`src/rtl/operand_tile_buffer.sv`:
```
// Ping-pong operand tile buffer feeding the 2x2 systolic array operand muxes.
// Optional sticky overflow flag: define OPBUF_OVF_EN.
//
// Ports:
//   clk, rst                  clock and sync active-high reset
//   flush                     discard all buffered and partial tiles
//   in_valid/in_data/in_ready host byte stream, 8 bytes per tile (w0..w3, x0..x3)
//   tile_valid/tile_take      read bank holds a full tile / release it
//   a0_sel,a1_sel,b0_sel,b1_sel,transpose  operand routing from control unit
//   a0,a1,b0,b1               signed operands, zero when no tile is valid
//   ovf_err                   sticky drop flag (tied low unless OPBUF_OVF_EN)
module operand_tile_buffer #(
    parameter int DATA_W = 8
) (
    input  logic                     clk,
    input  logic                     rst,
    input  logic                     flush,
    input  logic                     in_valid,
    input  logic signed [DATA_W-1:0] in_data,
    output logic                     in_ready,
    output logic                     tile_valid,
    input  logic                     tile_take,
    input  logic [1:0]               a0_sel,
    input  logic [1:0]               a1_sel,
    input  logic [1:0]               b0_sel,
    input  logic [1:0]               b1_sel,
    input  logic                     transpose,
    output logic signed [DATA_W-1:0] a0,
    output logic signed [DATA_W-1:0] a1,
    output logic signed [DATA_W-1:0] b0,
    output logic signed [DATA_W-1:0] b1,
    output logic                     ovf_err
);

    logic [DATA_W-1:0] r_bank [0:1][0:7];
    logic              r_wr_bank;
    logic              r_rd_bank;
    logic [2:0]        r_wr_ptr;
    logic [1:0]        r_full;

    logic              w_accept;
    logic              w_release;
    logic              w_last;
    logic [1:0]        w_full_nxt;

    assign in_ready   = !r_full[r_wr_bank];
    assign tile_valid = r_full[r_rd_bank];
    assign w_accept   = in_valid && in_ready;
    assign w_release  = tile_take && tile_valid;
    assign w_last     = (r_wr_ptr == 3'd7);

    // Write and read banks never coincide while both events fire,
    // so set and clear can be applied independently.
    always_comb begin
        w_full_nxt = r_full;
        if (w_accept && w_last) begin
            w_full_nxt[r_wr_bank] = 1'b1;
        end
        if (w_release) begin
            w_full_nxt[r_rd_bank] = 1'b0;
        end
    end

    always_ff @(posedge clk) begin
        if (rst || flush) begin
            r_wr_bank <= 1'b0;
            r_rd_bank <= 1'b0;
            r_wr_ptr  <= 3'd0;
            r_full    <= 2'b00;
        end else begin
            r_full <= w_full_nxt;
            if (w_accept) begin
                r_wr_ptr <= r_wr_ptr + 3'd1;
                if (w_last) begin
                    r_wr_bank <= ~r_wr_bank;
                end
            end
            if (w_release) begin
                r_rd_bank <= ~r_rd_bank;
            end
        end
    end

    // Bank storage is never cleared; validity is tracked by r_full only.
    always_ff @(posedge clk) begin
        if (w_accept && !rst && !flush) begin
            r_bank[r_wr_bank][r_wr_ptr] <= in_data;
        end
    end

    logic [DATA_W-1:0] w_w0, w_w1, w_w2, w_w3;
    logic [DATA_W-1:0] w_x0, w_x1, w_x2, w_x3;

    assign w_w0 = r_bank[r_rd_bank][0];
    assign w_w1 = r_bank[r_rd_bank][1];
    assign w_w2 = r_bank[r_rd_bank][2];
    assign w_w3 = r_bank[r_rd_bank][3];
    assign w_x0 = r_bank[r_rd_bank][4];
    assign w_x1 = r_bank[r_rd_bank][5];
    assign w_x2 = r_bank[r_rd_bank][6];
    assign w_x3 = r_bank[r_rd_bank][7];

    always_comb begin
        a0 = '0;
        a1 = '0;
        b0 = '0;
        b1 = '0;
        if (tile_valid) begin
            case (a0_sel)
                2'd0:    a0 = w_w0;
                2'd1:    a0 = w_w1;
                default: a0 = '0;
            endcase
            case (a1_sel)
                2'd0:    a1 = w_w2;
                2'd1:    a1 = w_w3;
                default: a1 = '0;
            endcase
            // transpose swaps which of x1/x2 reaches each column
            case (b0_sel)
                2'd0:    b0 = w_x0;
                2'd1:    b0 = transpose ? w_x2 : w_x1;
                default: b0 = '0;
            endcase
            case (b1_sel)
                2'd0:    b1 = transpose ? w_x1 : w_x2;
                2'd1:    b1 = w_x3;
                default: b1 = '0;
            endcase
        end
    end

`ifdef OPBUF_OVF_EN
    logic r_ovf_err;

    always_ff @(posedge clk) begin
        if (rst) begin
            r_ovf_err <= 1'b0;
        end else if (in_valid && !in_ready && !flush) begin
            r_ovf_err <= 1'b1;
        end
    end

    assign ovf_err = r_ovf_err;
`else
    assign ovf_err = 1'b0;
`endif

endmodule

```
`config.mk`:
```
export PLATFORM = sky130hd
export DESIGN_NAME = operand_tile_buffer
export DESIGN_NICKNAME = d
export VERILOG_FILES = /design/src/rtl/operand_tile_buffer.sv
export SDC_FILE = /design/constraint.sdc
export NUM_CORES = 1
export LEC_CHECK = 0
export CAP_MARGIN = 20
export CORE_MARGIN = 3
export CORE_UTILIZATION = 50
export CTS_CLUSTER_DIAMETER = 40
export CTS_CLUSTER_SIZE = 25
export DETAILED_ROUTE_END_ITERATION = 6
export PLACE_DENSITY = 0.74
export RECOVER_POWER = 25
export SLEW_MARGIN = 15
export SYNTH_ARGS = -nofsm -noshare
export SYNTH_HDL_FRONTEND = slang
export SYNTH_SLANG_ARGS = --single-unit
```
`constraint.sdc`:
```
create_clock -name clk -period 2.1 [get_ports clk]
set_input_delay 0.42 -clock clk [delete_from_list [all_inputs] [get_ports clk]]
set_output_delay 0.42 -clock clk [all_outputs]
set_load 0.05 [all_outputs]
```
== Word-level counts from Yosys, hierarchy flattened ==
Memory sizes are Yosys's and may differ from the RTL's. A register that Yosys moved wholly into a read port is not among the register bits.
Index checks and enable logic that the tools add are counted.
Cells by class
  mux-type cells: 26
  magnitude comparators: 6
  add/sub/neg operators: 1
  reduce and logical (&&, ||, !) cells: 17
  eq/ne operators: 5
  bitwise gates (word level): 6
Operators by type and width (count)
  64-bit 2-to-1 mux: 1
  8-bit one-hot mux with 2 select lines: 4
  8-bit 2-to-1 mux: 7
  8-bit demux with 3-bit select: 1
  1-bit 2-to-1 mux: 9
  2-bit by 1-bit == test with 1-bit output, second input constant: 4
  1-bit logical AND: 8
  2-bit logical NOT: 4
  4-bit greater-or-equal comparator, second input constant: 1
  1-bit by 2-bit < comparator with 1-bit output, second input constant: 2
  4-bit by 1-bit < comparator with 1-bit output, second input constant: 1
  2-bit 2-to-1 mux: 2
  3-bit NOT with 4-bit output: 1
  3-bit by 1-bit adder with 3-bit output, second input constant: 1
  3-bit == test, second input constant: 1
  1-bit logical NOT: 3
  2-bit AND: 1
  1-bit demux with 1-bit select: 2
  1-bit greater-or-equal comparator, second input constant: 2
  1-bit NOT: 2
  2-bit NOT: 1
  2-bit bitwise OR: 1
  2-bit AND reduction: 1
  1-bit logical OR: 1
Storage, ports and cells
  output and inout port bits: 35
  memory bits (writable): 128
  flip-flop bits (word level): 7
  memories kept: 1
  logic and storage cells: 66
Memory list
  r_bank: words 2, width 64, read ports 1, clocked after Yosys merged registers in 1, wr ports 1, line 35  | logic [DATA_W-1:0] r_bank [0:1][0:7];

== Depth between registers and ports, before layout ==
Gate-level depths: netlist of run 1.
  word-level depth: 8
  gate-level depth with buffers: 5

== Worst setup path before layout of run 1 ==
No wires, ideal clock.
  kind: in2out
  from: in b0_sel[1]
  to: out b0[7]
  path buffers: 1
  data arrival time: 2.263 ns
  stages on the path: 4
  setup slack: -0.583 ns
  cells stage by stage: clkbuf_2 -> nor3b_2 -> a22oi_1 -> a211oi_1
Between the ends
  word-level cells in the longest chain between the ends: 3
  elaborated cells between the ends (all ways): 4
RTL lines
  start: declaration: line 25  | input logic [1:0] b0_sel,
  2-bit by 1-bit == test with 1-bit output or 2-bit logical NOT (tied branches): line 120  | case (b0_sel)
  8-bit one-hot mux with 2 select lines (*): line 120
  8-bit 2-to-1 mux (*): line 108  | if (tile_valid) begin
  end: declaration: line 30  | output logic signed [DATA_W-1:0] b0,
Mark *: on every way between the ends. The rest lies on a longest branch, timed or not.

==> impl_metrics.csv, run 1 <==
group,metric,value,unit
outcome,outcome,"finished with violations",
outcome,violations,"setup timing",
layout,fin_area,8010,µm²
logic_synthesis,syn_nets,367,
global_routing,track_usage,21.9,%
setup_path,startpoint_type,"register",
logic_synthesis,synth_top_area_share,68.4,%
routing,vias,3563,
clocking,insertion_delay,0.53,ns
logic_synthesis,synthMuxAreaShare,12.8,%
run,cap_violations,0,
setup_path,r2r_end,"r_bank[0][52]$_DFFE_PP_",
routing,routed_wire_length_per_instance,21.0,µm
logic_synthesis,synth_seq_cells,136,
global_routing,grt_antenna_before_repair,0,
sta,setup_tns,-11.56,ns
layout,drive_gt1_share,45.2,%
clocking,clock-root-buffer,"clkbuf_8",
layout,syn2layout_area_growth,42.6,%
placed_design,io_buffers,55,
logic_synthesis,yosys.area_share.simple,7.75,%
placed_design,placed_area,6930,µm²
hold_path,hold_class,"reg -> reg",
sta,period_share,128,%
sta,holdWs,0.564,ns
setup_path,worst-r2r-setup-slack,0.35,ns
routing,routed_wl,12900,µm
logic_synthesis,ys_warn_count,0,
pwr,p_leak,2.73,nW
logic_synthesis,synth_area,5620,µm²
global_routing,grt_pass1_vias,3616,
floorplan,coreArea,10900,µm²
logic_synthesis,synth_fa_ha_area_share,0.445,%
layout,stdcell_count,613,
placed_design,gp_congestion,0.900,
routing,drc_errors,0,
routing,first_pass_iters,5,
clocking,clock_sinks,136,
layout,final_cell_mix,"128 x edfxtp_1, 40 x buf_4, 28 x buf_12, 22 x mux2_4, 18 x buf_6",
setup_path,reg2reg_depth,5,
logic_synthesis,synth-xor-area-share,0,%
logic_synthesis,synth_compound_area_share,5.61,%
setup_path,critPathCaptureType,"output port",
floorplan,die_w,112,µm
layout,fillers,614,
logic_synthesis,avgSynthCellArea,16.4,µm²
pwr,p_per_area,781,nW/µm²
global_routing,grt-busiest-layer,"met2",
floorplan,initial_core_util,51.6,%
sta,slew_viol_final,0,
layout,seqCellArea,4010,µm²
pwr,finalPower,6.26,mW
sta,fin_crit,2.68,ns
logic_synthesis,yosysSeqAreaShare,71.3,%
sta,fmax,0.373,GHz
layout,multi_input_area,1770,µm²
sta,skew,0.00662,ns
setup_path,crit_required,1.68,ns
logic_synthesis,synthTopCellsByArea,"edfxtp_1 68%, mux2_2 6.6%, mux2i_1 3.4%",
setup_path,crit_end,"b0[1]",
floorplan,die_y,112,µm
logic_synthesis,synth.distinct_cells,39,
global_routing,grt_remaining_overflow,0,
logic_synthesis,synth_top_family_by_area,"multiplexers",
sta,rsz0062_at_grt,"true",
global_routing,gr-usage-met1,28.0,%
setup_path,crit_type,"reg -> out",
layout,nets,484,
sta,fin_ws,-0.582,ns
setup_path,arrival,2.26,ns
clocking,cts_buffers,17,
routing,vias_per_cell,5.81,
layout,diodes,0,
global_routing,grt_max_degree,17,
logic_synthesis,synthCells,343,
sta,tightest_slew,0.886,ns
setup_path,crit_fanout,6,
clocking,clkTransAtPathRegs,0.06,ns
global_routing,grt_pass1_wl,20300,µm
placed_design,place_inst,568,
floorplan,die_area,12500,µm²
setup_path,r2r-start,"r_wr_bank$_SDFFE_PP0N_",
pwr,irDropWorstVdd,456,µV
routing,drtIter0Drc,304,
routing,antenna_left,0,
layout,final_common_cell,"edfxtp_1",
clocking,cts.path.max_buffers,2,
placed_design,dp.final_hpwl,7860,µm
clocking,htreeDepth,4,
sta,setup_viol,32,
floorplan,row_count,38,
sta,slew_headroom,40.9,%
floorplan,ios,57,
clocking,cts_tree,"yes",
logic_synthesis,yosysTopAreaCell,"edfxtp_1",
sta,hold_viol_final,0,
global_routing,globalRouteMet3Util,7.39,%
global_routing,met2_usage,34.5,%
## metrics by stage
stage               setup slack, ns  util [%]
floorplan                    -0.200         -
global placement             -0.328      63.7
detailed placement           -0.371      63.7
CTS                          -0.498      73.3
global route                 -0.643      73.6
finish                       -0.582      73.6
## layout make-up
cell class	count	area share [%]
clock buffer	20	5.56
clock inverter	12	2.19
inverter	5	0.234
multi-input combinational	186	22.1
sequential	136	50.1
tap	140	2.19
timing repair buffer	114	17.6
## worst max-delay path, cell delays in order, from the launching register on
cell and delay, ns:
dfxtp_4 0.45, buf_12 0.16, buf_12 0.12, mux2_4 0.31
a222oi_1 0.31, buf_4 0.19, nor3_4 0.03, buf_6 0.16
## flip-flops by register name, indices dropped and copies added (netlist names), named ones only
signal,flops
r_wr_bank,1
r_bank,128
r_rd_bank,1
r_full,2
r_wr_ptr,3
## how the worst min path moves through the flow
stage | from | end | slack (ns) | depth (start not counted)
3_3_place_gp | r_wr_ptr[0]$_SDFFE_PP0N_ | r_wr_ptr[0]$_SDFFE_PP0N_ | 0.53 | 2
6_report | r_wr_ptr[0]$_SDFFE_PP0N_ | r_wr_ptr[0]$_SDFFE_PP0N_ | 0.56 | 2
4_1_cts | r_rd_bank$_SDFFE_PP0P_ | r_full[0]$_SDFF_PP0_ | 0.55 | 2
2_1_floorplan | r_rd_bank$_SDFFE_PP0P_ | r_full[0]$_SDFF_PP0_ | 0.50 | 2
5_1_grt | r_full[1]$_SDFF_PP0_ | r_wr_bank$_SDFFE_PP0N_ | 0.59 | 2
3_5_place_dp | r_wr_ptr[0]$_SDFFE_PP0N_ | r_wr_ptr[0]$_SDFFE_PP0N_ | 0.55 | 2
## logic make-up (layout without fill, tap and decap cells)
kind of cell | Yosys count | in the layout
muxes | 59 | 59
buffers and inverters | 21 | 151
other | 1 | 1
adders and majority gates | 2 | 2
AOI/OAI and AO/OA | 42 | 42
DFF | 136 | 136
and+or+nand+nor | 82 | 82
## metal layers
layer / part of all wire (%) / routed length, µm
met5: 0 / 0
met4: 2.3 / 297
met3: 7.1 / 919
met2: 51 / 6530
met1: 40 / 5120
## synthesized netlist by cell type (all sizes together)
cell      n
edfxtp  128
mux2     33
nor2     30
mux2i    19
buf      14
nor3     13
nand2    10
a21oi     9
a222oi    9
o22a      9
dfxtp     8
a22oi     7
mux4      7
nor2b     6
inv       5
nand2b    4
nand3     4
nor3b     4
or2       4
a31oi     3
o21ai     3
a211oi    2
clkbuf    2
ha        2
and3      1
and3b     1
conb      1
nand3b    1
nor4b     1
or3       1
or4       1
or4b      1
## repair_timing
action,4_1_cts,5_1_grt
pin swaps,28,15
hold buffers,0,0
gates resized for setup,72,14
setup buffers,7,5
endpoints found under the setup margin,33,34
gates cloned,4,0
## where the power goes
part | leakage (nW) | internal, mW | switching [mW]
Clock | 0.297 | 1.99 | 1.08
Combinational | 1.21 | 0.0933 | 0.121
Sequential | 1.22 | 2.97 | 0.00343
Total | 2.73 | 5.05 | 1.21
No activity file was read; power rests on OpenSTA's default activity.
==> inputs of run 2 (changes only) <==
Settings changed: CAP_MARGIN 20 to unset, TNS_END_PERCENT set to 5.
==> run 2 against run 1 <==
  * The run still ends with setup timing left
  * Clock power is 6% lower
  * Die area stayed put
  * Hold slack worse by 0.021 ns
  * Critical path type unchanged
==> impl_metrics.csv, run 2 (synthesized netlist as in run 1, its figures left out) <==
group,metric,value,unit
layout,final_cell_mix,"128 x edfxtp_1, 40 x buf_4, 30 x nor2_1, 27 x mux2_2, 26 x buf_12",
clocking,clock-root-buffer,"clkbuf_8",
sta,fmax,0.393,GHz
outcome,violations,"setup timing",
hold_path,hold_class,"reg -> reg",
clocking,cts.path.max_buffers,2,
run,cap_violations,0,
setup_path,crit_type,"reg -> out",
clocking,clkTransAtPathRegs,0.06,ns
sta,slew_headroom,38.4,%
sta,fin_ws,-0.443,ns
setup_path,crit_required,1.68,ns
global_routing,grt_max_degree,22,
clocking,clock_sinks,136,
global_routing,grt_remaining_overflow,0,
routing,vias_per_cell,5.75,
floorplan,die_y,112,µm
pwr,finalPower,6.07,mW
setup_path,worst-r2r-setup-slack,0.33,ns
sta,fin_crit,2.54,ns
clocking,cts_buffers,17,
layout,final_common_cell,"edfxtp_1",
layout,largest-register,"r_bank",
clocking,cts_tree,"yes",
routing,first_pass_iters,4,
setup_path,critPathCaptureType,"output port",
setup_path,crit_fanout,12,
floorplan,die_area,12500,µm²
global_routing,grt_antenna_before_repair,0,
placed_design,io_buffers,55,
sta,rsz0062_at_grt,"true",
placed_design,dp.final_hpwl,7790,µm
floorplan,row_count,38,
pwr,p_per_area,807,nW/µm²
outcome,outcome,"finished with violations",
sta,setup_tns,-10.47,ns
layout,syn2layout_area_growth,33.9,%
global_routing,grt_pass1_vias,3520,
routing,routed_wl,12400,µm
global_routing,grt_pass1_wl,19500,µm
sta,skew,0.00813,ns
global_routing,track_usage,20.6,%
routing,routed_wire_length_per_instance,21.0,µm
floorplan,initial_core_util,51.6,%
layout,diodes,0,
routing,drc_errors,0,
floorplan,die_w,112,µm
layout,nets,465,
routing,drtIter0Drc,222,
sta,tightest_slew,0.924,ns
setup_path,startpoint_type,"register",
pwr,p_leak,2.48,nW
floorplan,ios,57,
floorplan,coreArea,10900,µm²
sta,period_share,121,%
routing,antenna_left,0,
layout,largest_reg_flops,128,
setup_path,arrival,2.12,ns
routing,vias,3412,
clocking,htreeDepth,4,
layout,reg_top3,"r_bank (128), r_wr_ptr (3), r_full (2)",
placed_design,gp_congestion,0.832,
clocking,insertion_delay,0.50,ns
layout,drive_gt1_share,37.7,%
sta,hold_viol_final,0,
sta,slew_viol_final,0,
sta,setup_viol,32,
pwr,irDropWorstVdd,608,µV
run 2: cell count changes in the layout (fill, tap and decap cells not counted), sizes merged:
| cell | previous run | this run |
|---|---|---|
| buf | 90 | 72 |
| inv | 5 | 8 |
| clkbuf | 22 | 20 |
| bufbuf | 1 | 0 |
| bufinv | 4 | 3 |
| clkdlybuf4s50 | 17 | 16 |
| clkinvlp | 3 | 2 |
| dlygate4sd3 | 4 | 5 |
run 2: worst max-delay path, stage by stage (launching register included):
cell and delay [ns]:
dfxtp_4 0.40, buf_12 0.16, mux2_2 0.36, a222oi_1 0.36
nor2_1 0.16, buf_12 0.18
run 2: layout make-up:
type	instances	area, µm²
flip-flops and latches	136	4010
fillers	670	3370
multi-input cells	186	1610
repair buffers	95	1120
clock buffers	18	418
well taps	140	175
clock inverters	13	171
inverters	5	18.8
run 2: layer usage:
| metal | vias to the layer above | GRT usage, % | part of all wire [%] |
|---|---|---|---|
| met3 | 22 | 4.51 | 4.4 |
| met1 | 1748 | 25.9 | 40 |
| met5 | - | 0 | 0 |
| li1 | 1549 | - | - |
| met4 | 0 | 8.41 | 2.5 |
| met2 | 93 | 34.9 | 53 |
run 2: final timing paths:
check | endpoint | start | cells after the start
worst max-delay path | b1[6] | register | 5
worst min-delay path | r_full[0]$_SDFF_PP0_ | r_rd_bank$_SDFFE_PP0P_ | 2
worst max register to register | r_bank[0][60]$_DFFE_PP_ | r_wr_bank$_SDFFE_PP0N_ | 5
worst min register to register | r_full[0]$_SDFF_PP0_ | r_rd_bank$_SDFFE_PP0P_ | 2
run 2: where the power goes:
part / switching, mW / internal, mW / leakage, nW
sequential: 0.00375 / 2.97 / 1.22
combinational: 0.109 / 0.0836 / 0.977
clock: 1.08 / 1.82 / 0.282
total: 1.20 / 4.87 / 2.48
run 2: through the flow:
step	instances	utilization [%]	setup WS, ns	hold slack [ns]	cell area [µm²]
floorplan	343	-	-0.262	0.501	5650
global placement	560	62.5	-0.241	0.529	6800
detailed placement	560	62.5	-0.277	0.557	6800
CTS	593	68.7	-0.455	0.547	7480
global route	593	69.1	-0.522	0.582	7520
finish	593	69.1	-0.443	0.544	7520
run 2: what timing repair did:
| item | in CTS | in global routing |
|---|---|---|
| pin swaps | 10 | 3 |
| hold buffers | 0 | 0 |
| gates resized for setup | 12 | 13 |
| endpoints found under the setup margin | 33 | 34 |
| cloned | 1 | 0 |
| buffers inserted | 1 | 0 |
==> inputs of run 3 (changes only) <==
Settings changed: CORE_MARGIN 3 to 2.
==> run 3 against run 2 <==
  * Highest routed layer unchanged
  * Worst setup slack got worse by 0.015 ns
  * Flip-flop and latch count did not move
  * Largest power group unchanged
  * The run still ends with setup timing left
  * Critical path depth rose by 1
  * Fmax fell by 0.58%
  * Critical path type unchanged
  * Critical endpoint is now b0[1]
  * Final cell count rose by 1.9%
  * Non-clock buffer count rose by 10
==> impl_metrics.csv, run 3 (synthesized netlist as in run 1, its figures left out) <==
group,metric,value,unit
routing,dr_wl_met2,6450,µm
sta,fmax,0.391,GHz
floorplan,die_y,110,µm
placed_design,placed_area,6830,µm²
layout,fin_area,7650,µm²
routing,vias,3423,
sta,skew,0.0110,ns
run,cap_violations,0,
layout,drive_gt1_share,39.2,%
setup_path,r2r_end,"r_bank[0][49]$_DFFE_PP_",
setup_path,critPathMostFrequentCell,"buf_12",
setup_path,crit_slowest_cell,"dfxtp_4",
global_routing,grt_antenna_before_repair,0,
placed_design,dp.final_hpwl,8100,µm
layout,diodes,0,
layout,largest-register,"r_bank",
clocking,cts_buffers,17,
sta,period_share,122,%
routing,routed_wl,12600,µm
floorplan,die_w,110,µm
setup_path,startpoint_type,"register",
layout,final_cell_mix,"128 x edfxtp_1, 44 x buf_4, 27 x buf_12, 24 x nor2_1",
outcome,violations,"setup timing",
global_routing,grt_max_degree,19,
clocking,htreeDepth,4,
sta,rsz0062_at_grt,"true",
global_routing,grt_pass1_wl,19100,µm
layout,nets,475,
routing,drtIter0Drc,271,
routing,routed.top_layer,"met4",
setup_path,critPathCaptureType,"output port",
hold_path,whs_path_depth,2,
clocking,insertion_delay,0.52,ns
hold_path,min_to,"r_full[0]$_SDFF_PP0_",
hold_path,hold_class,"reg -> reg",
clocking,clkTransAtPathRegs,0.06,ns
routing,first_pass_iters,7,
setup_path,cpPeakStageDelay,0.41,ns
pwr,p_per_area,787,nW/µm²
sta,setup_viol,32,
floorplan,initial_core_util,51.6,%
sta,tightest_slew,0.731,ns
setup_path,crit_fanout,7,
routing,vias_per_cell,5.67,
layout,syn2layout_area_growth,36.1,%
routing,antenna_left,0,
sta,slew_viol_final,0,
global_routing,grt_remaining_overflow,0,
placed_design,pre_cts_slack,-0.281,ns
sta,fin_crit,2.56,ns
clocking,clock_sinks,136,
sta,fin_ws,-0.458,ns
floorplan,row_count,38,
setup_path,crit_required,1.68,ns
pwr,irDropWorstVdd,491,µV
placed_design,gp_congestion,0.810,
sta,hold_viol_final,0,
setup_path,worst-r2r-setup-slack,0.22,ns
outcome,outcome,"finished with violations",
sta,slew_headroom,51.1,%
pwr,finalPower,6.02,mW
pwr,p_leak,2.57,nW
global_routing,track_usage,22.2,%
clocking,clock-root-buffer,"clkbuf_8",
layout,largest_reg_flops,128,
setup_path,reg2reg_depth,5,
setup_path,r2r-start,"r_wr_bank$_SDFFE_PP0N_",
floorplan,ios,57,
setup_path,crit_type,"reg -> out",
routing,met3_length,660,µm
routing,drc_errors,0,
clocking,cts_tree,"yes",
layout,final_common_cell,"edfxtp_1",
layout,reg_top3,"r_bank (128), r_wr_ptr (3), r_full (2)",
routing,routed_wire_length_per_instance,20.8,µm
routing,met1_length,5180,µm
clocking,cts.path.max_buffers,2,
floorplan,coreArea,10900,µm²
placed_design,io_buffers,55,
global_routing,grt_pass1_vias,3576,
setup_path,path_cells,"buf_12 > buf_4 > mux2_4 > a222oi_1 > nor3_2 > buf_12",
setup_path,arrival,2.14,ns
floorplan,die_area,12100,µm²
hold_path,hold_start,"r_rd_bank$_SDFFE_PP0P_",
[run 3: cell type report]
type / count / area [µm²]
Clock inverter: 9 / 124
Clock buffer: 23 / 447
Timing Repair Buffer: 105 / 1230
Multi-Input combinational cell: 186 / 1640
Sequential cell: 136 / 4010
Tap cell: 140 / 175
Fill cell: 665 / 3240
Inverter: 5 / 18.8
[run 3: power by group]
group / total [mW] / internal (mW) / switching (mW)
Combinational: 0.195 / 0.0847 / 0.110
Sequential: 2.97 / 2.97 / 0.00373
Clock: 2.85 / 1.83 / 1.02
Total: 6.02 / 4.88 / 1.13
[run 3: through the flow]
step | setup TNS, ns | utilization, % | cells | hold WS (ns)
2_1_floorplan | -2.12 | - | 343 | 0.501
3_3_place_gp | -23.22 | 62.8 | 564 | 0.534
3_5_place_dp | -31.05 | 62.8 | 564 | 0.544
4_1_cts | -11.74 | 70.2 | 605 | 0.542
5_1_grt | -12.22 | 70.2 | 604 | 0.600
6_report | -10.18 | 70.2 | 604 | 0.554
[run 3: repair_timing]
item / CTS / global route
resized for setup: 37 / 9
gates cloned: 1 / 0
endpoints found under the setup margin: 33 / 34
pin swaps: 20 / 14
hold buffers: 0 / 0
buffers inserted: 8 / 0
[run 3: critical path: cells and delay by family (launching register included)]
| family | cells | cell delay (ns) |
|---|---|---|
| AO/OA/AOI/OAI | 1 | 0.33 |
| buffers and inverters | 3 | 0.44 |
| flip-flops | 1 | 0.41 |
| multiplexers | 1 | 0.30 |
| AND/OR/NAND/NOR | 1 | 0.12 |
[run 3: worst max path at each step]
| stage | slack, ns | to | start |
|---|---|---|---|
| 3_3_place_gp | -0.25 | b0[6] | b0_sel[1] |
| 3_5_place_dp | -0.28 | b0[6] | b0_sel[1] |
| 5_1_grt | -0.51 | b1[6] | register |
| 4_1_cts | -0.47 | b0[1] | register |
| 6_report | -0.46 | b0[1] | register |
| 2_1_floorplan | -0.26 | a0[6] | register |
[run 3: metal layers]
metal / GRT usage, % / vias up
li1: - / 1569
met1: 28.7 / 1712
met2: 36.0 / 121
met3: 4.82 / 21
met4: 10.5 / 0
met5: 0 / -
